<file path="config.mk">
export PLATFORM = sky130hd
export DESIGN_NAME = decode_stage_riscv_flat
export DESIGN_NICKNAME = d
export VERILOG_FILES = /design/src/rtl/decode_stage_riscv_if.sv /design/src/rtl/decode_stage_riscv.sv /design/src/flat_wrapper.sv
export SDC_FILE = /design/constraint.sdc
export NUM_CORES = 1
export LEC_CHECK = 0
export ABC_AREA = 1
export CORE_ASPECT_RATIO = 1.1
export CORE_MARGIN = 2
export CORE_UTILIZATION = 30
export DETAILED_ROUTE_END_ITERATION = 12
export PLACE_DENSITY_LB_ADDON = 0.3
export SYNTH_ARGS = -nofsm -noshare
export SYNTH_HDL_FRONTEND = slang
export SYNTH_SLANG_ARGS = --single-unit
</file>
<file path="constraint.sdc">
create_clock -name clk_i -period 1.9 [get_ports clk_i]
set_input_delay 0.38 -clock clk_i [delete_from_list [all_inputs] [get_ports clk_i]]
set_output_delay 0.38 -clock clk_i [all_outputs]
set_load 0.01 [all_outputs]
</file>
<file path="src/rtl/decode_stage_riscv_if.sv">
// Fetch-to-execute bus of the decode stage: the upstream beat handshake, the
// redirect/interrupt inputs and the decoded control bundle.
interface decode_stage_riscv_if;
    logic        in_valid_i;
    logic        in_ready_o;
    logic [31:0] instr_i;
    logic [31:0] pc_i;
    logic        int_i;
    logic        flush_i;
    logic        out_valid_o;
    logic        out_ready_i;
    logic [31:0] out_pc_o;
    logic [1:0]  ex_op_a_sel_o;
    logic [2:0]  ex_op_b_sel_o;
    logic [4:0]  alu_op_o;
    logic        mem_req_o;
    logic        mem_we_o;
    logic [2:0]  mem_size_o;
    logic        gpr_we_o;
    logic [1:0]  wb_src_sel_o;
    logic        branch_o;
    logic [1:0]  jump_o;
    logic        csr_o;
    logic        illegal_o;
    logic        int_rst_o;
    logic        trap_o;

    modport slave (
        input  in_valid_i, instr_i, pc_i, int_i, flush_i, out_ready_i,
        output in_ready_o, out_valid_o, out_pc_o, ex_op_a_sel_o, ex_op_b_sel_o,
               alu_op_o, mem_req_o, mem_we_o, mem_size_o, gpr_we_o, wb_src_sel_o,
               branch_o, jump_o, csr_o, illegal_o, int_rst_o, trap_o
    );

    modport master (
        output in_valid_i, instr_i, pc_i, int_i, flush_i, out_ready_i,
        input  in_ready_o, out_valid_o, out_pc_o, ex_op_a_sel_o, ex_op_b_sel_o,
               alu_op_o, mem_req_o, mem_we_o, mem_size_o, gpr_we_o, wb_src_sel_o,
               branch_o, jump_o, csr_o, illegal_o, int_rst_o, trap_o
    );
endinterface

</file>
<file path="src/rtl/decode_stage_riscv.sv">
// RV32I(+M, +Zicsr) decode stage with output register, one-entry skid buffer
// and an interrupt FSM that turns the next accepted beat into a trap beat.
module decode_stage_riscv #(
    parameter int unsigned M_EXT  = 1,
    parameter int unsigned CSR_EN = 1
) (
    input  logic                 clk_i,
    input  logic                 arst_n_i,
    decode_stage_riscv_if.slave  bus
);
    localparam logic [1:0] OPA_RS1   = 2'd0;
    localparam logic [1:0] OPA_PC    = 2'd1;
    localparam logic [1:0] OPA_ZERO  = 2'd2;
    localparam logic [2:0] OPB_RS2   = 3'd0;
    localparam logic [2:0] OPB_IMM_I = 3'd1;
    localparam logic [2:0] OPB_IMM_U = 3'd2;
    localparam logic [2:0] OPB_IMM_S = 3'd3;
    localparam logic [2:0] OPB_INCR  = 3'd4;

    typedef enum logic [1:0] {ST_RUN = 2'd0, ST_PEND = 2'd1, ST_WAIT = 2'd2} state_t;

    typedef struct packed {
        logic [1:0] op_a;
        logic [2:0] op_b;
        logic [4:0] alu;
        logic       mem_req;
        logic       mem_we;
        logic [2:0] mem_size;
        logic       gpr_we;
        logic [1:0] wb_src;
        logic       branch;
        logic [1:0] jump;
        logic       csr;
        logic       illegal;
        logic       int_rst;
        logic       trap;
    } dec_t;

    typedef struct packed {
        logic [31:0] pc;
        dec_t        dec;
    } beat_t;

    // ALU codes: {0,alt,funct3} for RV32I, {10,funct3} for MDU, {11,funct3} for branch compares.
    function automatic dec_t decode(input logic [31:0] ins);
        dec_t       d;
        logic       legal;
        logic [2:0] f3;
        logic [6:0] f7;
        d     = '0;
        legal = 1'b1;
        f3    = ins[14:12];
        f7    = ins[31:25];
        case (ins[6:0])
            7'b0110111: begin d.op_a = OPA_ZERO; d.op_b = OPB_IMM_U; d.gpr_we = 1'b1; end
            7'b0010111: begin d.op_a = OPA_PC;   d.op_b = OPB_IMM_U; d.gpr_we = 1'b1; end
            7'b1101111: begin d.op_a = OPA_PC; d.op_b = OPB_INCR; d.gpr_we = 1'b1; d.jump = 2'b01; end
            7'b1100111: begin
                legal = (f3 == 3'b000);
                d.op_a = OPA_PC; d.op_b = OPB_INCR; d.gpr_we = 1'b1; d.jump = 2'b10;
            end
            7'b1100011: begin
                legal    = (f3 != 3'b010) && (f3 != 3'b011);
                d.op_a   = OPA_RS1; d.op_b = OPB_RS2;
                d.alu    = {2'b11, f3};
                d.branch = 1'b1;
            end
            7'b0000011: begin
                legal = (f3 != 3'd3) && (f3[2:1] != 2'b11);
                d.op_b = OPB_IMM_I; d.mem_req = 1'b1; d.mem_size = f3;
                d.gpr_we = 1'b1; d.wb_src = 2'd1;
            end
            7'b0100011: begin
                legal = (f3[2] == 1'b0) && (f3 != 3'd3);
                d.op_b = OPB_IMM_S; d.mem_req = 1'b1; d.mem_we = 1'b1; d.mem_size = f3;
            end
            7'b0010011: begin
                d.op_b = OPB_IMM_I; d.gpr_we = 1'b1;
                if (f3 == 3'b001) begin
                    legal = (f7 == 7'b0000000);
                    d.alu = {2'b00, f3};
                end else if (f3 == 3'b101) begin
                    legal = (f7 == 7'b0000000) || (f7 == 7'b0100000);
                    d.alu = {1'b0, ins[30], f3};
                end else begin
                    d.alu = {2'b00, f3};
                end
            end
            7'b0110011: begin
                d.op_b = OPB_RS2; d.gpr_we = 1'b1;
                if (f7 == 7'b0000000) begin
                    d.alu = {2'b00, f3};
                end else if (f7 == 7'b0100000) begin
                    legal = (f3 == 3'b000) || (f3 == 3'b101);
                    d.alu = {2'b01, f3};
                end else if (f7 == 7'b0000001) begin
                    legal = (M_EXT != 32'd0);
                    d.alu = {2'b10, f3}; d.wb_src = 2'd3;
                end else begin
                    legal = 1'b0;
                end
            end
            7'b0001111: legal = (f3 == 3'b000);
            7'b1110011: begin
                if (f3 == 3'b000) begin
                    legal = (ins == 32'h3020_0073);
                    d.int_rst = 1'b1;
                end else if (f3 == 3'b100) begin
                    legal = 1'b0;
                end else begin
                    legal = (CSR_EN != 32'd0);
                    d.csr = 1'b1; d.gpr_we = 1'b1; d.wb_src = 2'd2;
                end
            end
            default: legal = 1'b0;
        endcase
        // Illegal beats carry no side effects at all, only the flag.
        if (!legal || (ins[1:0] != 2'b11)) begin
            d         = '0;
            d.illegal = 1'b1;
        end else begin
            d.illegal = 1'b0;
        end
        return d;
    endfunction

    function automatic dec_t trap_dec();
        dec_t d;
        d      = '0;
        d.trap = 1'b1;
        return d;
    endfunction

    state_t state_q, state_d;
    logic   out_valid_q, out_valid_d, skid_valid_q, skid_valid_d, in_ready_q, in_ready_d;
    beat_t  out_data_q, out_data_d, skid_data_q, skid_data_d, new_beat_s;
    logic   accept_s, keep_s, out_free_s;

    assign accept_s       = bus.in_valid_i && in_ready_q && !bus.flush_i;
    assign keep_s         = accept_s && (state_q != ST_WAIT);
    assign out_free_s     = !out_valid_q || bus.out_ready_i;
    assign new_beat_s.pc  = bus.pc_i;
    assign new_beat_s.dec = (state_q == ST_PEND) ? trap_dec() : decode(bus.instr_i);

    // Next-state for the interrupt FSM and the output/skid buffer pair.
    always_comb begin
        state_d      = state_q;
        out_valid_d  = out_valid_q;
        out_data_d   = out_data_q;
        skid_valid_d = skid_valid_q;
        skid_data_d  = skid_data_q;
        case (state_q)
            ST_RUN:  state_d = bus.int_i ? ST_PEND : ST_RUN;
            ST_PEND: state_d = accept_s ? ST_WAIT : ST_PEND;
            ST_WAIT: state_d = bus.flush_i ? ST_RUN : ST_WAIT;
            default: state_d = ST_RUN;
        endcase
        if (bus.flush_i) begin
            out_valid_d  = 1'b0;
            skid_valid_d = 1'b0;
        end else if (out_free_s) begin
            if (skid_valid_q) begin
                out_data_d   = skid_data_q;
                out_valid_d  = 1'b1;
                skid_valid_d = 1'b0;
            end else if (keep_s) begin
                out_data_d  = new_beat_s;
                out_valid_d = 1'b1;
            end else begin
                out_valid_d = 1'b0;
            end
        end else if (keep_s) begin
            skid_data_d  = new_beat_s;
            skid_valid_d = 1'b1;
        end else begin
            skid_valid_d = skid_valid_q;
        end
        in_ready_d = (state_d == ST_WAIT) || !skid_valid_d;
    end

    // State, buffer and ready registers.
    always_ff @(posedge clk_i or negedge arst_n_i) begin
        if (!arst_n_i) begin
            state_q      <= ST_RUN;
            out_valid_q  <= 1'b0;
            out_data_q   <= '0;
            skid_valid_q <= 1'b0;
            skid_data_q  <= '0;
            in_ready_q   <= 1'b1;
        end else begin
            state_q      <= state_d;
            out_valid_q  <= out_valid_d;
            out_data_q   <= out_data_d;
            skid_valid_q <= skid_valid_d;
            skid_data_q  <= skid_data_d;
            in_ready_q   <= in_ready_d;
        end
    end

    assign bus.in_ready_o    = in_ready_q;
    assign bus.out_valid_o   = out_valid_q;
    assign bus.out_pc_o      = out_data_q.pc;
    assign bus.ex_op_a_sel_o = out_data_q.dec.op_a;
    assign bus.ex_op_b_sel_o = out_data_q.dec.op_b;
    assign bus.alu_op_o      = out_data_q.dec.alu;
    assign bus.mem_req_o     = out_data_q.dec.mem_req;
    assign bus.mem_we_o      = out_data_q.dec.mem_we;
    assign bus.mem_size_o    = out_data_q.dec.mem_size;
    assign bus.gpr_we_o      = out_data_q.dec.gpr_we;
    assign bus.wb_src_sel_o  = out_data_q.dec.wb_src;
    assign bus.branch_o      = out_data_q.dec.branch;
    assign bus.jump_o        = out_data_q.dec.jump;
    assign bus.csr_o         = out_data_q.dec.csr;
    assign bus.illegal_o     = out_data_q.dec.illegal;
    assign bus.int_rst_o     = out_data_q.dec.int_rst;
    assign bus.trap_o        = out_data_q.dec.trap;
endmodule

</file>
<file path="src/flat_wrapper.sv">
// flat-port wrapper written by rule: the top's interface ports become plain ports
module decode_stage_riscv_flat 
#(
    parameter int unsigned M_EXT  = 1,
    parameter int unsigned CSR_EN = 1
)
  (clk_i, arst_n_i, bus_in_valid_i, bus_instr_i, bus_pc_i, bus_int_i, bus_flush_i, bus_out_ready_i, bus_in_ready_o, bus_out_valid_o, bus_out_pc_o, bus_ex_op_a_sel_o, bus_ex_op_b_sel_o, bus_alu_op_o, bus_mem_req_o, bus_mem_we_o, bus_mem_size_o, bus_gpr_we_o, bus_wb_src_sel_o, bus_branch_o, bus_jump_o, bus_csr_o, bus_illegal_o, bus_int_rst_o, bus_trap_o);
  decode_stage_riscv_if bus_i ();
  input  logic clk_i;
  input  logic arst_n_i;
  input wire logic [$bits(bus_i.in_valid_i)-1:0] bus_in_valid_i;
  input wire logic [$bits(bus_i.instr_i)-1:0] bus_instr_i;
  input wire logic [$bits(bus_i.pc_i)-1:0] bus_pc_i;
  input wire logic [$bits(bus_i.int_i)-1:0] bus_int_i;
  input wire logic [$bits(bus_i.flush_i)-1:0] bus_flush_i;
  input wire logic [$bits(bus_i.out_ready_i)-1:0] bus_out_ready_i;
  output wire logic [$bits(bus_i.in_ready_o)-1:0] bus_in_ready_o;
  output wire logic [$bits(bus_i.out_valid_o)-1:0] bus_out_valid_o;
  output wire logic [$bits(bus_i.out_pc_o)-1:0] bus_out_pc_o;
  output wire logic [$bits(bus_i.ex_op_a_sel_o)-1:0] bus_ex_op_a_sel_o;
  output wire logic [$bits(bus_i.ex_op_b_sel_o)-1:0] bus_ex_op_b_sel_o;
  output wire logic [$bits(bus_i.alu_op_o)-1:0] bus_alu_op_o;
  output wire logic [$bits(bus_i.mem_req_o)-1:0] bus_mem_req_o;
  output wire logic [$bits(bus_i.mem_we_o)-1:0] bus_mem_we_o;
  output wire logic [$bits(bus_i.mem_size_o)-1:0] bus_mem_size_o;
  output wire logic [$bits(bus_i.gpr_we_o)-1:0] bus_gpr_we_o;
  output wire logic [$bits(bus_i.wb_src_sel_o)-1:0] bus_wb_src_sel_o;
  output wire logic [$bits(bus_i.branch_o)-1:0] bus_branch_o;
  output wire logic [$bits(bus_i.jump_o)-1:0] bus_jump_o;
  output wire logic [$bits(bus_i.csr_o)-1:0] bus_csr_o;
  output wire logic [$bits(bus_i.illegal_o)-1:0] bus_illegal_o;
  output wire logic [$bits(bus_i.int_rst_o)-1:0] bus_int_rst_o;
  output wire logic [$bits(bus_i.trap_o)-1:0] bus_trap_o;
  assign bus_i.in_valid_i = bus_in_valid_i;
  assign bus_i.instr_i = bus_instr_i;
  assign bus_i.pc_i = bus_pc_i;
  assign bus_i.int_i = bus_int_i;
  assign bus_i.flush_i = bus_flush_i;
  assign bus_i.out_ready_i = bus_out_ready_i;
  assign bus_in_ready_o = bus_i.in_ready_o;
  assign bus_out_valid_o = bus_i.out_valid_o;
  assign bus_out_pc_o = bus_i.out_pc_o;
  assign bus_ex_op_a_sel_o = bus_i.ex_op_a_sel_o;
  assign bus_ex_op_b_sel_o = bus_i.ex_op_b_sel_o;
  assign bus_alu_op_o = bus_i.alu_op_o;
  assign bus_mem_req_o = bus_i.mem_req_o;
  assign bus_mem_we_o = bus_i.mem_we_o;
  assign bus_mem_size_o = bus_i.mem_size_o;
  assign bus_gpr_we_o = bus_i.gpr_we_o;
  assign bus_wb_src_sel_o = bus_i.wb_src_sel_o;
  assign bus_branch_o = bus_i.branch_o;
  assign bus_jump_o = bus_i.jump_o;
  assign bus_csr_o = bus_i.csr_o;
  assign bus_illegal_o = bus_i.illegal_o;
  assign bus_int_rst_o = bus_i.int_rst_o;
  assign bus_trap_o = bus_i.trap_o;
  decode_stage_riscv #(.M_EXT(M_EXT), .CSR_EN(CSR_EN)) u_core (.clk_i(clk_i), .arst_n_i(arst_n_i), .bus(bus_i));
endmodule
</file>
# Word-level counts from Yosys, hierarchy flattened
# Index checks and enable logic that the tools add are counted.
# classes
n_bitwise,3
n_eq_ne,25
magnitude_cmp,0
n_addsub,0
n_shift,0
mux,49
div_mod_pow,0
n_mul,0
n_reduce_logical,30
# ops
cell,n
2-to-1 mux 57 bit,2
"== test 32 x 30 -> 1 bit, second input constant",1
"== test 7 x 6 -> 1 bit, second input constant",4
"== test 7 bit, second input constant",4
2-to-1 mux 25 bit,1
2-to-1 mux 1 bit,23
2-to-1 mux 22 bit,1
2-to-1 mux 5 bit,3
case mux 5 bit (3 select lines),1
"== test 7 x 5 -> 1 bit, second input constant",2
2-to-1 mux 2 bit,6
case mux 2 bit (3 select lines),2
case mux 3 bit (4 select lines),1
OR reduction 2 bit,5
2-to-1 mux 3 bit,3
2-to-1 mux 4 bit,2
case mux 1 bit (8 select lines),1
case mux 2 bit (2 select lines),2
"== test 7 x 1 -> 1 bit, second input constant",1
"== test 7 x 2 -> 1 bit, second input constant",1
"== test 7 x 4 -> 1 bit, second input constant",1
zero test 7 bit,1
OR reduction 7 bit,1
"== test 3 bit, second input constant",2
15 further kinds,36
# totals
output_inout_bits,59
mem_count,0
word_cells,141
latch_bits,0
in_bits,70
mem_bits_rw,0
mem_bits_ro,0
register_bits,119

# Logic depth before layout (Yosys ltp)
# depth
ltp_word,11
ltp_mapped,15
depth_no_buf,14

# Worst setup path after synthesis
# No wires, ideal clock.
# synth_path
kind,flip-flop to flip-flop
startpoint,"reg u_core.in_ready_q, in the netlist u_core.bus.in_ready_o"
endpoint,reg u_core.skid_data_q[26] (netlist bit)
t_arrival_ns,1.592
setup_ns,0.117
t_required_ns,1.783
n_path_buf,2
path_slack_ns,0.191
stages_incl_launch_ff,10
synth_period_minus_slack_ns,1.709
cell_sequence,dfstp_2 > nand2_1 > nor2_1 > nand2_1 > nor2_2 > inv_2 > buf_2 > clkbuf_1 > nand2_1 > nand2_1
# synth_between
elab_chain_cells,4
# synth_lines
item,line_no,text
start: declaration,decode_stage_riscv.sv:135,"logic out_valid_q, out_valid_d, skid_valid_q, skid_valid_d, in_ready_q, in_ready_d;"
start signal: assignment,decode_stage_riscv.sv:196,in_ready_q <= in_ready_d;
logical AND 1 bit (2 in a row),decode_stage_riscv.sv:139,assign accept_s = bus.in_valid_i && in_ready_q && !bus.flush_i;
logical AND 1 bit,decode_stage_riscv.sv:140,assign keep_s = accept_s && (state_q != ST_WAIT);
AND reduction 3 bit (no source line),--,
end signal: assignment,decode_stage_riscv.sv:195,skid_data_q <= skid_data_d;
end: declaration,decode_stage_riscv.sv:136,"beat_t out_data_q, out_data_d, skid_data_q, skid_data_d, new_beat_s;"
# Every way passes these cells.
# A chain may end at the register's enable or synchronous reset.

# Final worst setup path
# layout_path
startpoint,"reg u_core.in_ready_q, in the netlist u_core.bus.in_ready_o"
endpoint,out bus_in_ready_o
# layout_rtl
item,line_no,text
end: declaration,flat_wrapper.sv:17,output wire logic [$bits(bus_i.in_ready_o)-1:0] bus_in_ready_o;
# No word-level cell between the ends.

==> impl_metrics.csv <==
group,metric,value,unit
run_status,status,"finished, final reports clean",
setup_path,crit_chain,"clkdlybuf4s50_1",
finish,nNetsFinal,1007,
setup_path,r2r_slack,160,ps
floorplanning,start_util,0.303,
finish,diodes,0,
placement,dp_hpwl,10700,um
setup_path,crit_required,1520,ps
detailed_routing,viasPerCell,4.52,
clock_tree,clk_path_buf_depth,2,
setup_path,critical_path_class,"register to output pin",
synth,syn_inst,761,
setup_path,crit_path_start_kind,"register",
power,p_leak,4.24,nW
floorplanning,io_pins,129,
global_route,grt_max_degree,70,
clock_tree,cts_tree,"yes",
clock_tree,root_buffer,"clkbuf_16",
floorplanning,die_w,136,um
detailed_routing,first_iter_violations,307,
floorplanning,row_count,53,
power,peakVddDrop,0.000576,V
finish,drive_gt1_frac,0.147,
setup_path,critPathBufInv,1,
sta,setup-tns-final,0,ps
run,maxCapViolCount,0,
clock_tree,clk_pin_slew,60,ps
detailed_routing,drtAntennaViolNets,0,
setup_path,max_stage_delay,530,ps
setup_path,critical-path-top-delay-family,"flip-flops",
sta,min_period,1840,ps
sta,max_freq,542,MHz
synth,synth-async-reset-ratio,1.00,
global_route,antenna_found_initial,0,
global_route,grt_use_total,0.166,
sta,hold_violations,0,
floorplanning,core,18900,um^2
floorplanning,die_area,20200,um^2
synth,netlist_area,5730,um^2
global_route,grt_pass1_wl,26200,um
placement,io_buffers,128,
synth,ys_seq_area_frac,0.520,
detailed_routing,drt_wl_total,16200,um
global_route,grt_overflow,0,
sta,tightest_slew,519,ps
sta,maxSlewViolCount,0,
clock_tree,htree_levels,4,
sta,finalSetupViolCount,0,
setup_path,worst_ep_arrival_time,1460,ps
global_route,grt_pass1_vias,5211,
placement,globalplace.congestion,0.888,
synth,synth.distinct_cells,30,
sta,fin_worst_skew,9.49,ps
setup_path,cp_slowest_cell,"dfstp_2",
synth,syn_nets,831,
setup_path,endpoint_kind,"output pin",
min_path,hp-class,"input pin to asynchronous set/reset pin",
synth,avgSynthCellArea,7.53,um^2
finish,area_delta_synth_final,48.2,%
power,p_per_area,990,nW/um^2
setup_path,crit_fanout,2,
synth,yosysWarnings,0,
floorplanning,dieHeight,149,um
sta,maxSlewHeadroom,0.654,
synth,ys_ff_latch,119,
detailed_routing,avgRoutedWirePerCell,13.6,um
detailed_routing,num_vias,5409,
synth,synth_flop_cell,"dfrtp_1",
clock_tree,worst_skew_pair.late_latency,410,ps
clock_tree,cts_buffers,17,
detailed_routing,drt_pre_antenna_iters,4,
clock_tree,clock-sinks,119,
detailed_routing,drc,0,
sta,fin_crit_sh,0.971,
finish,finish.utilization,0.450,
synth,synth_enable_flop_cells,0,
-- final timing paths --
check / startpoint / to / cells past startpoint
worst max-delay path: u_core.bus.in_ready_o / bus_in_ready_o / 1
worst min-delay path: arst_n_i / u_core.bus.ex_op_b_sel_o[2] / 2
worst max register to register: u_core.bus.in_ready_o / u_core.bus.mem_size_o[1] / 11
worst min register to register: u_core.skid_data_q[55] / u_core.skid_data_q[55] / 2
max in group asynchronous: arst_n_i / u_core.skid_data_q[42] / 3
min in group clk_i: u_core.skid_data_q[55] / u_core.skid_data_q[55] / 2
-- flip-flops by register name, indices dropped and copies added, names as in the netlist --
register	cells
u_core.bus.mem_we_o	1
u_core.bus.csr_o	1
u_core.bus.wb_src_sel_o	2
u_core.bus.int_rst_o	1
u_core.bus.mem_size_o	3
u_core.state_q	2
u_core.bus.gpr_we_o	1
u_core.bus.out_valid_o	1
u_core.bus.out_pc_o	32
u_core.bus.trap_o	1
u_core.bus.in_ready_o	1
u_core.bus.jump_o	2
u_core.bus.mem_req_o	1
u_core.bus.ex_op_a_sel_o	2
u_core.bus.illegal_o	1
u_core.bus.alu_op_o	5
u_core.bus.ex_op_b_sel_o	3
u_core.skid_data_q	57
u_core.bus.branch_o	1
u_core.skid_valid_q	1
-- logic make-up after synthesis --
| logic type | Yosys count | synth area share |
|---|---|---|
| AO/OA/AOI/OAI | 77 | 0.0758 |
| buffers and inverters | 78 | 0.0546 |
| flip-flops | 119 | 0.520 |
| multiplexers | 2 | 0.00349 |
| AND/OR/NAND/NOR | 485 | 0.346 |
-- layout make-up --
cell class	count	area, um^2
inverters	42	158
clock inverters	9	149
fillers	1911	10400
flip-flops and latches	119	2980
clock buffers	23	468
well taps	247	309
repair buffers	190	1900
multi-input cells	567	2540
-- layer usage --
metal | GRT usage | share of wire | vias to the layer above | wire length [um]
li1 | - | - | 2742 | -
met2 | 0.276 | 0.49 | 135 | 7900
met4 | 0.0609 | 0.018 | 0 | 289
met3 | 0.0394 | 0.054 | 23 | 881
met5 | 0 | 0 | - | 0
met1 | 0.210 | 0.44 | 2509 | 7150
-- metrics by stage --
stage,cells,power (mW),hold slack (ps),setup slack (ps),area [um^2]
2_1_floorplan,761,4.05,84.4,191,5730
3_3_place_gp,1159,5.03,371,-400,7730
3_5_place_dp,1159,5.04,373,-376,7730
4_1_cts,1192,8.48,472,37.1,8350
5_1_grt,1197,8.82,492,-17.8,8500
6_report,1197,8.41,463,55.3,8500
-- Yosys cell counts (5+ instances only) --
cell / number / area share
nand3_1: 17 / 0.015
inv_2: 8 / 0.0052
dfrtp_1: 118 / 0.52
nand2_1: 327 / 0.21
inv_1: 33 / 0.022
o21ai_1: 18 / 0.016
nand4_1: 5 / 0.0055
nor2_2: 6 / 0.0065
buf_2: 7 / 0.0061
nand3_2: 9 / 0.016
nor2_1: 105 / 0.069
clkbuf_1: 28 / 0.018
a21oi_1: 6 / 0.0052
a31oi_1: 33 / 0.036
o21ai_0: 17 / 0.015
-- worst register-to-register path, delay by kind of cell, from the launching register on --
kind	cells	cell delay (ps)
flops	1	530
compound gates	2	220
buf+inv	3	410
simple gates	6	500
-- cell usage in the layout, fill, tap and decap left out, types with 4 or more instances in the layout --
cell / count
nor2_4: 5
dfrtp_1: 117
nand2_2: 7
clkbuf_1: 4
nand2_4: 5
a31oi_1: 33
o21ai_1: 18
nand2_1: 323
clkinv_2: 4
clkbuf_16: 17
o21ai_0: 17
buf_4: 51
nand3_2: 10
buf_12: 11
inv_1: 33
clkdlybuf4s50_1: 122
nor2_1: 98
bufinv_16: 4
nand4_1: 5
nand3_1: 16
inv_2: 8
nor2_2: 10
a21oi_1: 6
dlymetal6s2s_1: 5
-- where the power goes --
group | total (mW) | switching, mW | internal [mW] | leakage [nW]
sequential | 3.29 | 0.272 | 3.02 | 1.50
clock | 3.41 | 1.15 | 2.26 | 0.305
combinational | 1.71 | 0.834 | 0.874 | 2.43
-- timing repair --
action,CTS,global route
hold buffers,1,0
setup buffers,0,2
gates resized for setup,0,25
endpoints found under the hold margin,26,0
endpoints found under the setup margin,0,58
Power figures use the tool's default switching activity.
